<file path="config.mk">
export PLATFORM = sky130hd
export DESIGN_NAME = alu_sequential
export DESIGN_NICKNAME = d
export VERILOG_FILES = /design/src/rtl/alu_sequential.sv
export SDC_FILE = /design/constraint.sdc
export NUM_CORES = 1
export LEC_CHECK = 0
export ABC_AREA = 1
export CORE_MARGIN = 8
export CORE_UTILIZATION = 54
export CTS_BUF_LIST = sky130_fd_sc_hd__clkbuf_8
export CTS_CLUSTER_DIAMETER = 120
export CTS_CLUSTER_SIZE = 16
export DETAILED_ROUTE_END_ITERATION = 12
export GPL_TIMING_DRIVEN = 0
export PLACE_DENSITY = 0.79
export SLEW_MARGIN = 20
export SYNTH_ARGS = -nofsm -noshare
export SYNTH_HDL_FRONTEND = slang
export SYNTH_SLANG_ARGS = --single-unit
</file>
<file path="constraint.sdc">
create_clock -name clk -period 2.7 [get_ports clk]
set_clock_uncertainty 0.1 [all_clocks]
set_input_delay 0.81 -clock clk [delete_from_list [all_inputs] [get_ports clk]]
set_output_delay 0.81 -clock clk [all_outputs]
set_load 0.01 [all_outputs]
</file>
<file path="src/rtl/alu_sequential.sv">
// Sequential ALU: operands and opcode are entered one at a time from a shared
// bus on Enter rising edges; result and {N,Z,C,V,P} flags are registered, and a
// strobe in SHOW chains the result back as the next A operand.
module alu_sequential #(
    parameter int unsigned M = 8
) (
    input  logic         clk,
    input  logic         reset,
    input  logic [M-1:0] DataIn,
    input  logic [2:0]   OpIn,
    input  logic         Enter,
    input  logic         Clear,
    output logic [M-1:0] Result,
    output logic [4:0]   Flags,
    output logic         Valid,
    output logic [1:0]   State
);

    localparam int unsigned XW = M + 1;

    typedef enum logic [1:0] {
        WAIT_A  = 2'd0,
        WAIT_B  = 2'd1,
        WAIT_OP = 2'd2,
        SHOW    = 2'd3
    } state_t;

    localparam logic [2:0] OP_SUB = 3'b000;
    localparam logic [2:0] OP_ADD = 3'b001;
    localparam logic [2:0] OP_OR  = 3'b010;
    localparam logic [2:0] OP_AND = 3'b011;
    localparam logic [2:0] OP_XOR = 3'b100;
    localparam logic [2:0] OP_ADC = 3'b101;
    localparam logic [2:0] OP_SBB = 3'b110;

    state_t         state_q, state_d;
    logic [M-1:0]   a_q, a_d;
    logic [M-1:0]   b_q, b_d;
    logic [M-1:0]   result_q, result_d;
    logic [4:0]     flags_q, flags_d;
    logic           cst_q, cst_d;
    logic           valid_q, valid_d;
    logic           enter_prev_q;
    logic           strobe_c;

    logic [XW-1:0]  ext_a, ext_b, ext_cin, alu_x;
    logic [M-1:0]   alu_r;
    logic           is_add, is_sub;
    logic           alu_n, alu_z, alu_c, alu_v, alu_p;

    // Single-cycle pulse on each Enter rising edge.
    assign strobe_c = Enter & ~enter_prev_q;

    // Combinational ALU on the captured operands, M+1 bits wide to expose carry/borrow.
    always_comb begin
        ext_a   = {1'b0, a_q};
        ext_b   = {1'b0, b_q};
        ext_cin = XW'(cst_q);
        alu_x   = '0;
        is_add  = 1'b0;
        is_sub  = 1'b0;
        case (OpIn)
            OP_SUB: begin
                alu_x  = ext_a - ext_b;
                is_sub = 1'b1;
            end
            OP_ADD: begin
                alu_x  = ext_a + ext_b;
                is_add = 1'b1;
            end
            OP_OR:  alu_x = ext_a | ext_b;
            OP_AND: alu_x = ext_a & ext_b;
            OP_XOR: alu_x = ext_a ^ ext_b;
            OP_ADC: begin
                alu_x  = ext_a + ext_b + ext_cin;
                is_add = 1'b1;
            end
            OP_SBB: begin
                alu_x  = ext_a - ext_b - ext_cin;
                is_sub = 1'b1;
            end
            default: alu_x = ext_b;
        endcase

        alu_r = alu_x[M-1:0];
        // Bit M of the widened result is carry for adds and borrow for subtracts.
        alu_c = (is_add | is_sub) & alu_x[M];
        if (is_add) begin
            alu_v = (alu_r[M-1] & ~a_q[M-1] & ~b_q[M-1]) |
                    (~alu_r[M-1] & a_q[M-1] & b_q[M-1]);
        end else if (is_sub) begin
            alu_v = (alu_r[M-1] & ~a_q[M-1] & b_q[M-1]) |
                    (~alu_r[M-1] & a_q[M-1] & ~b_q[M-1]);
        end else begin
            alu_v = 1'b0;
        end
        alu_n = alu_r[M-1];
        alu_z = (alu_r == '0);
        alu_p = ^alu_r;
    end

    // Next-state and datapath load decisions; everything holds without a strobe.
    always_comb begin
        state_d  = state_q;
        a_d      = a_q;
        b_d      = b_q;
        result_d = result_q;
        flags_d  = flags_q;
        cst_d    = cst_q;
        if (strobe_c) begin
            case (state_q)
                WAIT_A: begin
                    a_d     = DataIn;
                    state_d = WAIT_B;
                end
                WAIT_B: begin
                    b_d     = DataIn;
                    state_d = WAIT_OP;
                end
                WAIT_OP: begin
                    result_d = alu_r;
                    flags_d  = {alu_n, alu_z, alu_c, alu_v, alu_p};
                    cst_d    = alu_c;
                    state_d  = SHOW;
                end
                SHOW: begin
                    a_d     = result_q;
                    state_d = WAIT_B;
                end
                default: state_d = WAIT_A;
            endcase
        end
        valid_d = (state_d == SHOW);
    end

    // State register; reset wins over Clear, Clear discards any strobe.
    always_ff @(posedge clk) begin
        if (reset) begin
            state_q <= WAIT_A;
        end else if (Clear) begin
            state_q <= WAIT_A;
        end else begin
            state_q <= state_d;
        end
    end

    // Operand, result, flag, carry and valid registers.
    always_ff @(posedge clk) begin
        if (reset || Clear) begin
            a_q      <= '0;
            b_q      <= '0;
            result_q <= '0;
            flags_q  <= '0;
            cst_q    <= 1'b0;
            valid_q  <= 1'b0;
        end else begin
            a_q      <= a_d;
            b_q      <= b_d;
            result_q <= result_d;
            flags_q  <= flags_d;
            cst_q    <= cst_d;
            valid_q  <= valid_d;
        end
    end

    // Enter history; reset high so a button held through reset gives no strobe.
    always_ff @(posedge clk) begin
        if (reset || Clear) begin
            enter_prev_q <= 1'b1;
        end else begin
            enter_prev_q <= Enter;
        end
    end

    assign Result = result_q;
    assign Flags  = flags_q;
    assign Valid  = valid_q;
    assign State  = state_q;

endmodule

</file>
Word level (Yosys, flattened, before mapping)
Cells that the tools add are included.

Equal/unequal tests: 10. Reduce and logical (&&, ||, !) cells: 13. $add $sub $neg: 4. Bitwise gates (word level): 18. Mux-type cells: 8.

Operator list (count): 9-bit case mux with 7 select lines (1); 8-bit case mux with 2 select lines (1); 8-bit by 8-bit adder with 9-bit output (1); 9-bit by 1-bit adder with 9-bit output (1); 3-bit == test, second input constant (3); 8-bit by 8-bit subtractor with 9-bit output (1); 9-bit by 1-bit subtractor with 9-bit output (1); 1-bit bitwise AND (8); 8-bit bitwise AND (1); 8-bit logical NOT (1); 8-bit bitwise OR (1); 2-bit OR reduction (4); 8-bit parity (1); 8-bit bitwise XOR (1); 2-bit == test, second input constant (3); 3-bit by 2-bit == test with 1-bit output, second input constant (2); 2-bit case mux with 3 select lines (1); 2-bit AND reduction (3); 1-bit 2-to-1 mux (4); 1-bit inverter (4); 3-bit by 1-bit == test with 1-bit output, second input constant (1); 3-bit logical NOT (1); 1-bit bitwise OR (3); 2-bit by 1-bit == test with 1-bit output, second input constant (1); other kinds (4) (4).

Output and inout port bits: 16. Flip-flop bits (word level): 34. Word-level logic and storage cells: 61. Input bits: 15.

Longest topological paths before layout
Depth in word-level cells: 9. Gate-level depth with buffers: 21. Gate-level depth less buffers: 21.

Worst setup path after synthesis
Ideal clock, no wire load.

Kind: reg2reg. Start point: reg a_q[0]. End point: reg flags_q[0] (netlist: Flags[0]). Data required time: 2.483 ns. Setup time: 0.117 ns. Cell stages (with the launch flop): 17. Arrival time: 2.684 ns. Path buffers: 0. Path slack: -0.201 ns. Period minus slack after synthesis: 2.901 ns. Cells stage by stage: dfxtp_1 -> inv_1 -> ha_1 -> fa_1 -> ha_1 -> inv_1 -> nor2_1 -> nand2_2 -> xor2_1 -> o21ai_1 -> a2111oi_2 -> ha_1 -> xor2_1 -> nand2_1 -> nand2_1 -> o221ai_1 -> inv_1.

Longest elaborated chain between the ends: 4. Elaborated cells on any way between the ends: 9. Classes of those cells: add/sub (4); mux (1); bitwise (3); reduce/logical (1).

RTL lines: start, declared (RTL line 37) `logic [M-1:0] a_q, a_d;`; start signal, assigned (RTL line 150) `a_q <= '0;`; start signal, assigned (RTL line 157) `a_q <= a_d;`; 8-bit by 8-bit subtractor with 9-bit output or 8-bit by 8-bit adder with 9-bit output (tied branches); 9-bit by 1-bit subtractor with 9-bit output or 9-bit by 1-bit adder with 9-bit output (tied branches) (RTL line 79, 75); 9-bit case mux with 7 select lines (*) (RTL line 62) `case (OpIn)`; 8-bit parity (*) (RTL line 99) `alu_p = ^alu_r;`; end signal, assigned (RTL line 160) `flags_q <= flags_d;`; end, declared (RTL line 40) `logic [4:0] flags_q, flags_d;`.

Mark *: on every way between the ends. The rest lies on a longest branch, timed or not. A chain may end at the register's enable or synchronous reset.

Worst setup path after layout
Ends and elaborated chain as after synthesis.

==> summary.md <==
| Metric | Value |
|---|---|
| Status | finished with violations |
| Failing checks | negative setup slack |
| Yosys cell types | 38 |
| Pint | just over 0.8 mW |
| Worst hold slack | 0.441 ns |
| Clock slew at reported path FFs | approximately 0.06 ns |
| Leakage | about 1.7 nW |
| Startpoint Class | flop |
| Post-Syn Instances | 464 |
| Final Core Density | between 70% and 80% |
| Initial DRT Pass Iterations | 5 |
| Met3 Routed Length | 510 um |
| F_max | between 0.3 and 0.4 GHz |
| Final Net Count | about 560 |
| CP endpoint kind | flop |
| Die area | around 8500 sq um |
| CTS tree | done |
| Core Region | roughly 5500 sq um |
| WL met1 | between 4 and 5 mm |
| Seq pwr share | 42.6% |
| GR Overflow Total | 0 |
| Largest net degree at the start of global routing | 11 |
| Seq/Total Area, Yosys | between 20% and 30% |
| Layout cell share with drive strength beyond 1 | between 20% and 30% |
| Met2 Wirelength | around 4.8 mm |
| Gr usage total | between 20% and 30% |
| Drt wl/cell | 17.3 um |
| CP Class | flop to flop |
| Net Sw Frac | a little over a quarter |
| Initial core utilization | a little under three fifths |
| Residual DRC | 0 |
| Dpl hpwl | approximately 7.8 mm |
| Fraction of registers with async set/reset | 0% |
| Row count | 27 |
| Clock root buffer | clkbuf_8 |
| Max-Cap Viols | 0 |
| CP Max Fanout | 3 |
| DR top layer | met4 |
| Clock latency on the worst-skew pair | about 0.29 ns |
| Non-Filler Instances | a little under 600 |
| Final WS setup | -0.519 ns |
| Hold Buf Count CTS | 0 |
| Reg2reg setup slack | -0.52 ns |
| Sink Count | 32 |
| Clock Tree Buf Depth | 2 |
| Hold Crit Class | flop to flop |
| Initial drt markers | between 300 and 400 |
| I/O pins | 31 |
| Combinational fraction of design power | between 15 and 20% |
| NetSw | about 0.3 mW |
| Syn_nets | around 520 |
| Critical Path RT | approximately 2.8 ns |
| RSZ-0062 raised after global routing | true |
| Global-route wire length before repair | ~16 mm |
| GP Congestion | a little over 1 |
| Clock share of power | about two fifths |
| Vias per cell | slightly below 6 |
| Pwr dens | 283 nW/um^2 |
| Max VDD drop | around 0.45 mV |
| Initial antenna violation count | 0 |
| Area Growth Syn to Fin | 26.4% |
| Cell total after placement | 566 |
| Max Slew Vio Count | 0 |
| Die Wd | between 90 and 100 um |
| CTS Buf Count | 5 |
| # H-tree levels | 2 |
| Via count | 3363 |
| Synth Area per Inst | a little under 7 sq um |
| Netlist Area Pre-Place | approximately 3100 sq um |
| Hold Vio Cnt, Final | 0 |
| Post-route ant nets | 0 |
| N_diodes | 0 |
| Fillers | 482 |
| Period utilization | 119% |
| Synthesis Warnings | 0 |
| Final setup viols | 3 |
| Crit path time final | around 3.2 ns |
| Worst Path Arrival | 3.30 ns |
| Flops & latches, synth | 32 |
| Slew headroom | 67.9% |
| Vias in the first global route | ~3300 |
| Most used DFF post-synth | dfxtp_1 |
| Final wirelength | 10.1 mm |
| Worst-Margin Slew | roughly 0.48 ns |
| Die Span Y | 92.1 um |
| IO Port Bufs | 30 |
| Number of synthesized flops with an enable pin | 0 |
## placed cells by master, fill, tap and decap left out, types with 2 or more instances in the layout
master,n
o21ai_2,4
nor2_4,8
ha_2,2
nand4_1,9
nor2_2,8
ha_1,29
nand3_2,9
dlygate4sd2_1,2
fa_2,2
a2111oi_4,4
dfxtp_2,5
clkbuf_1,8
nand2_1,79
o21ai_1,4
nand2_4,3
a21oi_1,26
clkbuf_8,5
inv_2,18
o2111ai_1,2
o221ai_1,3
buf_6,3
o21ai_0,31
o21a_1,2
buf_4,11
nor3_1,2
ha_4,5
o31ai_1,2
a211oi_1,18
xor2_1,3
a21oi_2,3
nor2_1,28
nand2_2,15
clkdlybuf4s50_1,27
dfxtp_4,2
nand3_1,23
dfxtp_1,25
inv_1,59
o22ai_1,7
## state kept, by name, indices dropped and copies added, names as in the netlist
| name | count |
|---|---|
| Flags | 4 |
| Result | 8 |
| State | 2 |
| Valid | 1 |
| a_q | 8 |
| b_q | 8 |
| enter_prev_q | 1 |
## timing repair
| item | CTS | global route |
|---|---|---|
| endpoints found under the hold margin | 0 | 0 |
| setup endpoints to repair | 7 | 6 |
| gates resized for setup | 36 | 33 |
| buffers inserted | 4 | 4 |
| pin swaps | 10 | 13 |
## layer usage
metal  GRT usage [%]  vias to the layer above
met5               0                        -
met4            12.9                        0
met3            3.34                       32
met2            39.1                      118
met1            27.8                     1579
li1                -                     1634
## power groups by stage
| stage | Sequential (mW) | Clock [mW] | Combinational (mW) |
|---|---|---|---|
| 2_1_floorplan | 0.488 | 0 | 0.107 |
| 3_3_place_gp | 0.488 | 0 | 0.164 |
| 3_5_place_dp | 0.488 | 0 | 0.167 |
| 4_1_cts | 0.478 | 0.446 | 0.178 |
| 5_1_grt | 0.476 | 0.472 | 0.213 |
| 6_report | 0.476 | 0.444 | 0.197 |
## through the flow
step | setup WS (ns) | TNS, ns | power (mW) | cell area (sq um)
finish | -0.519 | -0.692 | 1.12 | 3950
global route | -0.647 | -1.10 | 1.16 | 3950
CTS | -0.512 | -0.650 | 1.10 | 3780
detailed placement | -0.953 | -3.32 | 0.655 | 3510
global placement | -0.910 | -3.09 | 0.652 | 3510
floorplan | -0.201 | -0.201 | 0.595 | 3120
## area by class of cell
cell class              instances  area (sq um)  area share (%)
inverters                      77           292            7.39
flip-flops and latches         32           654            16.6
plain buffers                  15          87.6            2.22
clock buffers                   5          68.8            1.74
repair buffers                 38           364            9.22
clock inverters                 3          38.8           0.983
multi-input cells             340          2350            59.6
well taps                      72          90.1            2.28
## Yosys cell counts (3+ instances only)
| cell | count | share of area (%) |
|---|---|---|
| clkbuf_1 | 8 | 0.96 |
| a211oi_1 | 18 | 4.3 |
| nand3_1 | 27 | 4.3 |
| nor2_4 | 4 | 1.4 |
| a21oi_1 | 28 | 4.5 |
| a2111oi_2 | 3 | 1.4 |
| nor2_1 | 34 | 4.1 |
| o221ai_1 | 4 | 1.1 |
| dfxtp_1 | 32 | 21 |
| xor2_1 | 3 | 0.84 |
| nor3_1 | 3 | 0.48 |
| inv_2 | 16 | 1.9 |
| buf_4 | 4 | 0.96 |
| o21ai_1 | 5 | 0.80 |
| nor2_2 | 6 | 1.2 |
| nand3_2 | 5 | 1.6 |
| inv_1 | 61 | 7.3 |
| nand2_2 | 9 | 1.8 |
| o22ai_1 | 7 | 1.4 |
| ha_1 | 36 | 14 |
| o21ai_0 | 33 | 5.3 |
| nand4_1 | 9 | 1.8 |
| nand2_1 | 88 | 11 |
## worst max-delay path, stage by stage (launching register included)
cell and delay (ns):
dfxtp_4 0.37, inv_4 0.05, ha_4 0.16, fa_2 0.60, nand2_2 0.09, nor2_4 0.11
nand3_2 0.10, nor2_4 0.12, xnor2_1 0.07, nand2_1 0.07, o21ai_2 0.10, a2111oi_4 0.35
ha_1 0.33, xor2_1 0.16, nand2_1 0.07, nand2_1 0.06, o221ai_2 0.12, inv_1 0.06
## cells by family after synthesis
family | after synthesis | share of synthesized area, %
DFF | 32 | 20.5
buffers and inverters | 92 | 12.1
and+or+nand+nor | 188 | 28.0
adders and majority gates | 38 | 15.7
AOI/OAI and AO/OA | 109 | 22.3
xor gates and xnor gates | 5 | 1.40
## path summary, 6_finish.rpt
path,depth (start not counted),end,startpoint
worst max-delay path,17,Flags[0]$_SDFFE_PP0P_,a_q[0]$_SDFFE_PP0P_
worst min-delay path,2,b_q[0]$_SDFFE_PP0P_,b_q[0]$_SDFFE_PP0P_
worst max register to register,17,Flags[0]$_SDFFE_PP0P_,a_q[0]$_SDFFE_PP0P_
worst min register to register,2,b_q[0]$_SDFFE_PP0P_,b_q[0]$_SDFFE_PP0P_
No activity file was read; power rests on OpenSTA's default activity.
